$ cat config.mk
export PLATFORM = sky130hd
export DESIGN_NAME = ifm_stream_loader
export DESIGN_NICKNAME = d
export VERILOG_FILES = /design/src/rtl/cnn_pkg.sv /design/src/rtl/pixel_packer.sv /design/src/rtl/ifm_stream_loader.sv
export SDC_FILE = /design/constraint.sdc
export NUM_CORES = 1
export LEC_CHECK = 0
export CORE_MARGIN = 2
export CORE_UTILIZATION = 25
export CTS_BUF_LIST = sky130_fd_sc_hd__clkbuf_16
export DETAILED_ROUTE_END_ITERATION = 10
export PLACE_DENSITY = 0.49
export SYNTH_ARGS = -nofsm -noshare
export SYNTH_HDL_FRONTEND = slang
export SYNTH_HIERARCHICAL = 1
export SYNTH_SLANG_ARGS = --single-unit
$ cat constraint.sdc
create_clock -name clk -period 5.2 [get_ports clk]
set_clock_uncertainty 0.1 [all_clocks]
set_input_delay 1.3 -clock clk [delete_from_list [all_inputs] [get_ports clk]]
set_output_delay 1.3 -clock clk [all_outputs]
set_load 0.01 [all_outputs]
$ cat src/rtl/cnn_pkg.sv
// Shared CNN front-end types and width helpers.
package cnn_pkg;

   typedef enum logic [2:0] {
      IDLE,
      LOAD,
      FLUSH,
      START,
      RUN
   } loader_state_e;

   function automatic int unsigned calc_lanes(input int unsigned inout_width,
                                              input int unsigned data_width);
      return inout_width / data_width;
   endfunction

   function automatic int unsigned calc_addr_w(input int unsigned depth);
      return $clog2(depth);
   endfunction

endpackage

$ cat src/rtl/pixel_packer.sv
// Packs a pixel stream into lane words; exposes the word and lane mask as they
// will look once the current pixel is included.
module pixel_packer
   import cnn_pkg::*;
#(
   parameter  int unsigned DATA_WIDTH = 16,
   parameter  int unsigned LANES      = 16,
   localparam int unsigned LANE_W     = (LANES > 1) ? $clog2(LANES) : 1,
   localparam int unsigned WORD_W     = LANES * DATA_WIDTH
) (
   input  logic                  clk,
   input  logic                  rst_n,
   input  logic                  clr,
   input  logic                  push,
   input  logic [DATA_WIDTH-1:0] pix,
   output logic                  lane_full_c,
   output logic [WORD_W-1:0]     word_c,
   output logic [LANES-1:0]      mask_c
);

   logic [LANE_W-1:0] lane_cnt;
   logic [WORD_W-1:0] word_q;

   // Current pixel merged into its lane; mask covers lanes 0..lane_cnt.
   always_comb begin
      lane_full_c = (lane_cnt == LANE_W'(LANES - 1));
      word_c      = word_q;
      mask_c      = '0;
      for (int i = 0; i < int'(LANES); i++) begin
         if (lane_cnt == LANE_W'(i)) begin
            word_c[i*DATA_WIDTH +: DATA_WIDTH] = pix;
         end
         mask_c[i] = (LANE_W'(i) <= lane_cnt);
      end
   end

   // Word buffer is zeroed on wrap so a trailing partial word has clean unused lanes.
   always_ff @(posedge clk or negedge rst_n) begin
      if (!rst_n) begin
         lane_cnt <= '0;
         word_q   <= '0;
      end else if (clr) begin
         lane_cnt <= '0;
         word_q   <= '0;
      end else if (push) begin
         if (lane_full_c) begin
            lane_cnt <= '0;
            word_q   <= '0;
         end else begin
            lane_cnt <= lane_cnt + LANE_W'(1);
            word_q   <= word_c;
         end
      end
   end

endmodule

$ cat src/rtl/ifm_stream_loader.sv
// Loads one image frame from a pixel stream into IFM RAM, then starts the CNN.
// Optional LOADER_CHECKSUM_EN adds a 32-bit sum of all accepted pixels.
module ifm_stream_loader
   import cnn_pkg::*;
#(
   parameter  int unsigned DATA_WIDTH   = 16,
   parameter  int unsigned INOUT_WIDTH  = 256,
   parameter  int unsigned IFM_RAM_SIZE = 519168,
   parameter  int unsigned IMG_SIZE     = 318,
   parameter  int unsigned IMG_CHANNEL  = 3,
   localparam int unsigned LANES        = calc_lanes(INOUT_WIDTH, DATA_WIDTH),
   localparam int unsigned ADDR_W       = calc_addr_w(IFM_RAM_SIZE)
) (
   input  logic                   clk,
   input  logic                   rst_n,
   input  logic                   load_start,
   input  logic                   s_valid,
   output logic                   s_ready,
   input  logic [DATA_WIDTH-1:0]  s_data,
   input  logic                   s_last,
   output logic                   ifm_wr_en,
   output logic [ADDR_W-1:0]      ifm_wr_addr,
   output logic [INOUT_WIDTH-1:0] ifm_wr_data,
   output logic [LANES-1:0]       ifm_wr_mask,
   output logic                   start_CNN,
   input  logic                   done_CNN,
   output logic                   frame_done,
   output logic                   busy,
   output logic                   err_len
`ifdef LOADER_CHECKSUM_EN
   ,
   output logic [31:0]            chksum
`endif
);

   localparam int unsigned TOTAL = IMG_SIZE * IMG_SIZE * IMG_CHANNEL;
   localparam int unsigned CNT_W = $clog2(TOTAL + 1);

   loader_state_e          state, state_next;
   logic [CNT_W-1:0]       pix_cnt;
   logic [ADDR_W-1:0]      word_base;

   logic                   start_acc_c, pix_acc_c, final_c, abort_c;
   logic                   lane_full_c;
   logic [INOUT_WIDTH-1:0] word_c;
   logic [LANES-1:0]       mask_c;

   logic                   s_ready_d, busy_d, start_d, frame_done_d, wr_en_d;
   logic [ADDR_W-1:0]      wr_addr_d;
   logic [INOUT_WIDTH-1:0] wr_data_d;
   logic [LANES-1:0]       wr_mask_d;

   assign start_acc_c = (state == IDLE) && load_start;
   assign pix_acc_c   = s_valid && s_ready;
   assign final_c     = (pix_cnt == CNT_W'(TOTAL - 1));
   assign abort_c     = pix_acc_c && s_last && !final_c;

   pixel_packer #(
      .DATA_WIDTH (DATA_WIDTH),
      .LANES      (LANES)
   ) u_packer (
      .clk         (clk),
      .rst_n       (rst_n),
      .clr         (start_acc_c || abort_c),
      .push        (pix_acc_c),
      .pix         (s_data),
      .lane_full_c (lane_full_c),
      .word_c      (word_c),
      .mask_c      (mask_c)
   );

   always_ff @(posedge clk or negedge rst_n) begin
      if (!rst_n) state <= IDLE;
      else        state <= state_next;
   end

   always_comb begin
      state_next = state;
      case (state)
         IDLE:    if (load_start) state_next = LOAD;
         LOAD: begin
            if (pix_acc_c) begin
               if (final_c)     state_next = FLUSH;
               else if (s_last) state_next = IDLE;
            end
         end
         FLUSH:   state_next = START;
         START:   state_next = RUN;
         RUN:     if (done_CNN) state_next = IDLE;
         default: state_next = IDLE;
      endcase
   end

   // Outputs are decoded from the next state so they line up with the state register.
   // The final pixel's word (full or partial) is written here, landing in the FLUSH cycle.
   always_comb begin
      s_ready_d    = (state_next == LOAD);
      busy_d       = (state_next != IDLE);
      start_d      = (state_next == START);
      frame_done_d = (state == RUN) && done_CNN;
      wr_en_d      = 1'b0;
      wr_addr_d    = '0;
      wr_data_d    = '0;
      wr_mask_d    = '0;
      if (pix_acc_c && !abort_c && (lane_full_c || final_c)) begin
         wr_en_d   = 1'b1;
         wr_addr_d = word_base;
         wr_data_d = word_c;
         wr_mask_d = mask_c;
      end
   end

   always_ff @(posedge clk or negedge rst_n) begin
      if (!rst_n) begin
         s_ready     <= 1'b0;
         busy        <= 1'b0;
         start_CNN   <= 1'b0;
         frame_done  <= 1'b0;
         ifm_wr_en   <= 1'b0;
         ifm_wr_addr <= '0;
         ifm_wr_data <= '0;
         ifm_wr_mask <= '0;
         err_len     <= 1'b0;
         pix_cnt     <= '0;
         word_base   <= '0;
      end else begin
         s_ready     <= s_ready_d;
         busy        <= busy_d;
         start_CNN   <= start_d;
         frame_done  <= frame_done_d;
         ifm_wr_en   <= wr_en_d;
         ifm_wr_addr <= wr_addr_d;
         ifm_wr_data <= wr_data_d;
         ifm_wr_mask <= wr_mask_d;
         if (start_acc_c) begin
            pix_cnt   <= '0;
            word_base <= '0;
            err_len   <= 1'b0;
         end else begin
            if (pix_acc_c && !final_c) pix_cnt <= pix_cnt + CNT_W'(1);
            if (wr_en_d) word_base <= word_base + ADDR_W'(LANES);
            if (abort_c || (pix_acc_c && final_c && !s_last)) err_len <= 1'b1;
         end
      end
   end

`ifdef LOADER_CHECKSUM_EN
   always_ff @(posedge clk or negedge rst_n) begin
      if (!rst_n)           chksum <= '0;
      else if (start_acc_c) chksum <= '0;
      else if (pix_acc_c)   chksum <= chksum + 32'(s_data);
   end
`endif

endmodule

==> reports/results.env <==
VDD.IR_DROP.WORST_uV=223
SETUP_WS_NS=1.42
CLK_PIN_SLEW_NS=0.06
EDFF_COUNT_SYNTH=0
CRITPATHSLOWESTCELL='sky130_fd_sc_hd__o21ai_0'
AVGVIACOUNTPERCELL=4.80
SYNTH_COMMONEST_CELLS='590 x sky130_fd_sc_hd__dfrtp_1, 292 x sky130_fd_sc_hd__and2_1, 177 x sky130_fd_sc_hd__mux2_2, 146 x sky130_fd_sc_hd__inv_1, 121 x sky130_fd_sc_hd__o32ai_1'
HPWL_AFTER_DETAILED_PLACEMENT_MM=57.8
SETUP_VIOL=0
LAYOUT_MIN_CYCLE_TIME_NS=3.78
PLACE_CONGESTION=0.787
POSTCTSRESIZEDCELLS=0
FIRST_GLOBAL_VIAS=18945
DIE-AREA_SQ_UM=103000
LAYOUT.NETS=2431
AVGSYNTHCELLAREA_SQ_UM=11.7
MAXIMUM_NUMBER_OF_PINS_ON_ONE_NET_BEFORE_GLOBAL_ROUTE_REPAIR=106
FINAL_CORE_UTILIZATION_PCT=32.0
GRT_FIRST_PASS_WIRELENGTH_MM=129
TOTAL_POWER_mW=11.8
ANT_NETS=0
CRIT_PATH_START_KIND='flip-flop'
SYNTH_CELL_TYPES=64
CTSHOLDBUFFERS=0
RUN_STATUS='finished, final reports clean'
TRITONCTS_CLOCK_TREE='yes'
CLOCKBUFFERDEPTH=3
DPL-INSTANCE-AREA_SQ_UM=29600
TRITONCTS.NUM_BUFFERS=71
DRT_PRE_ANTENNA_ITERS=5
TIMING_HOLD_VIOLATIONS_FINAL=0
RSZ_0062_RAISED_AFTER_GLOBAL_ROUTING='false'
MAX-CAP-VIOLATIONS=0
CTS.REPAIR_TIMING.SETUP_BUFFER_COUNT=0
DP_SLACK_NS=0.935
INITIAL_UTILIZATION_PCT=25.2
FMAXACHIEVABLE_MHz=265
PROPORTION_OF_SYNTHESIZED_CHIP_AREA_IN_SEQUENTIAL_CELLS_PCT=58.6
CRITPATHCAPTURETYPE='flip-flop'
FINAL.PERIOD_UTILIZATION_PCT=72.7
SYNTH.TOP_CELL.AREA_SHARE_PCT=58.6
CLOCK_TREE_ROOT_DRIVER_CELL='sky130_fd_sc_hd__clkbuf_16'
DETAIL_ROUTE.WIRELENGTH_MM=88.3
PIN_COUNT=319
YOSYS_MOST_USED_DFF='sky130_fd_sc_hd__dfrtp_1'
CRITICAL_PATH_CELL_BY_CELL='nor4_1 > nand4_1 > o21ai_0 > o21ai_4 > nor2b_2 > buf_4 > nand4_1 > o32ai_1'
POST-SYNTH-TOP-COUNT-CELL='sky130_fd_sc_hd__dfrtp_1'
SYNTHDOMINANTAREACELLTYPE='sky130_fd_sc_hd__dfrtp_1'
AREA_GROWTH_SYN_TO_LAYOUT_PCT=27.0
ROUTE.DETAILED.WL_PER_INST_UM=23.5
TNS_NS=0
GRT_USE_TOTAL_PCT=16.9
YOSYS_REG_BITS=590
DP.CELLS=3627
TIGHTESTPINTRANSITION_NS=1.10
DRC=0
FILLERINSTANCES=9943
FINAL-INSTANCE-COUNT-EXCL-FILL=3753
FIRST_ITER_VIOLATIONS=1253
GLOBALROUTE.TOTALOVERFLOW=0
DIEWIDTH_UM=321
SYNTH_CELLS=2155
CRIT_ARRIVAL_NS=4.18
SYNTHARSTFLOPSHARE_PCT=100
FINAL_DESIGN_AREA_NO_FILL_SQ_UM=32000
HOLD_WS_NS=0.383
FP.COREAREA_SQ_UM=100000
ANTENNA_VIOLATIONS_BEFORE_REPAIR=10
NETLIST_TOP_CELLS_AREA='sky130_fd_sc_hd__dfrtp_1 59%, sky130_fd_sc_hd__mux2_2 7.9%, sky130_fd_sc_hd__and2_1 7.3%, sky130_fd_sc_hd__o32ai_1 4.2%, sky130_fd_sc_hd__a22o_1 2.6%'
MAX_STAGE_DELAY_NS=0.61
WORST_HOLD_PATH_TYPE='flip-flop to flip-flop'
SYNTHESIS.AREA_SQ_UM=25200
POWER.LEAKAGE_nW=14.4
SYNTH-WARNING-COUNT=6
NUM_VIAS=18010
RELSLEWSLACK_PCT=26.1
REQUIRED_NS=5.60
WORST_PATH_MOST_REPEATED_CELL='sky130_fd_sc_hd__nand4_1'
PATH_MAX_FANOUT=10
TIMING.SETUP.CRITICAL_PATH_CLASS='flip-flop to flip-flop'
PLACEMENT.IO_BUFFERS=314
POWER_DENSITY_nW_PER_UM2=369
H-TREE-DEPTH=3
DIE_H_UM=321
SLEW_VIOL_FINAL=0
DRIVE_GT1_SHARE_PCT=15.4
WORSTSKEWPAIRLATENCY_NS=0.64
CLOCK_SINKS=590
ROWS=116
[cell type report]
type	count	area [sq um]	share of cell area [%]
inverters	148	561	1.75
well taps	1298	1620	5.08
clock buffers	72	1800	5.63
repair buffers	367	3630	11.4
multi-input cells	1224	9030	28.2
clock inverters	53	562	1.76
diodes	1	2.50	0.00783
flip-flops and latches	590	14800	46.2
[power by group]
group | internal [mW] | total [mW] | leakage, nW | switching, mW
logic | 0.535 | 1.84 | 4.95 | 1.31
registers | 4.78 | 4.87 | 8.20 | 0.0863
clock network | 3.03 | 5.08 | 1.21 | 2.05
total | 8.35 | 11.8 | 14.4 | 3.45
[final timing paths]
path | from | cells past startpoint | end | slack (ns)
worst max-delay path | pix_cnt[5] | 8 | u_packer/word_q[115] | 1.42
worst min-delay path | u_packer/word_q[136] | 1 | u_packer/word_q[136] | 0.38
worst max register to register | pix_cnt[5] | 8 | u_packer/word_q[115] | 1.42
worst min register to register | u_packer/word_q[136] | 1 | u_packer/word_q[136] | 0.38
max in group asynchronous | rst_n | 2 | ifm_wr_data[20] | 3.28
min in group asynchronous | rst_n | 1 | word_base[4] | 0.65
[worst max-delay path: cells and delay by family (launching register included)]
family	cells	cell delay, ns
buf+inv	1	0.26
simple gates	4	1.72
compound gates	3	1.15
flops	1	0.43
[layout by cell type (no fill, tap or decap), types with 4 or more instances in the layout]
cell / instances
sky130_fd_sc_hd__dfrtp_1: 588
sky130_fd_sc_hd__clkdlybuf4s50_1: 313
sky130_fd_sc_hd__and2_1: 292
sky130_fd_sc_hd__mux2_2: 177
sky130_fd_sc_hd__inv_1: 161
sky130_fd_sc_hd__o32ai_1: 121
sky130_fd_sc_hd__o21ai_0: 102
sky130_fd_sc_hd__nand2_1: 91
sky130_fd_sc_hd__a22o_1: 75
sky130_fd_sc_hd__clkbuf_16: 72
sky130_fd_sc_hd__nand3_1: 50
sky130_fd_sc_hd__buf_4: 46
sky130_fd_sc_hd__o2bb2ai_1: 31
sky130_fd_sc_hd__nor2_1: 28
sky130_fd_sc_hd__a32o_1: 26
sky130_fd_sc_hd__a21oi_1: 23
sky130_fd_sc_hd__nor2b_1: 22
sky130_fd_sc_hd__nand2b_1: 20
sky130_fd_sc_hd__or3_1: 16
sky130_fd_sc_hd__nand4_1: 12
sky130_fd_sc_hd__and3_1: 12
sky130_fd_sc_hd__xnor2_1: 12
sky130_fd_sc_hd__bufinv_16: 10
sky130_fd_sc_hd__o21a_1: 9
sky130_fd_sc_hd__clkinv_1: 8
sky130_fd_sc_hd__clkinv_2: 8
sky130_fd_sc_hd__buf_12: 7
sky130_fd_sc_hd__nor4_1: 6
sky130_fd_sc_hd__nand3b_1: 6
sky130_fd_sc_hd__mux2i_1: 6
sky130_fd_sc_hd__or2_2: 6
sky130_fd_sc_hd__ha_1: 6
sky130_fd_sc_hd__a21oi_2: 6
sky130_fd_sc_hd__conb_1: 5
sky130_fd_sc_hd__o31a_1: 4
sky130_fd_sc_hd__inv_6: 4
sky130_fd_sc_hd__nor3_1: 4
sky130_fd_sc_hd__xor2_1: 4
sky130_fd_sc_hd__nor2b_2: 4
[cell families (layout without fill, tap and decap cells)]
logic type	after synthesis	in the layout	synth area share, %
mux	183	183	8.16
buf+inv	344	640	5.67
xor+xnor	16	16	0.557
compound gates	414	414	12.6
flops	590	590	58.6
other cells	2	6	0.0298
simple gates	599	599	14.0
fa+ha+maj	7	7	0.348
[metal layers]
layer	part of all wire (%)	up-vias	GRT usage (%)
li1	-	7943	-
met5	0.12	-	0
met3	7.3	119	4.29
met4	2.0	16	4.40
met2	47	651	26.9
met1	44	9281	22.9
[registers in the layout (all words and copies together), names as in the netlist]
register           cells
ifm_wr_mask           16
err_len                1
ifm_wr_data          256
s_ready                1
pix_cnt               19
ifm_wr_addr           15
frame_done             1
u_packer/lane_cnt      4
state                  3
start_CNN              1
u_packer/word_q      256
busy                   1
ifm_wr_en              1
word_base             15
No activity file was read; power rests on OpenSTA's default activity.
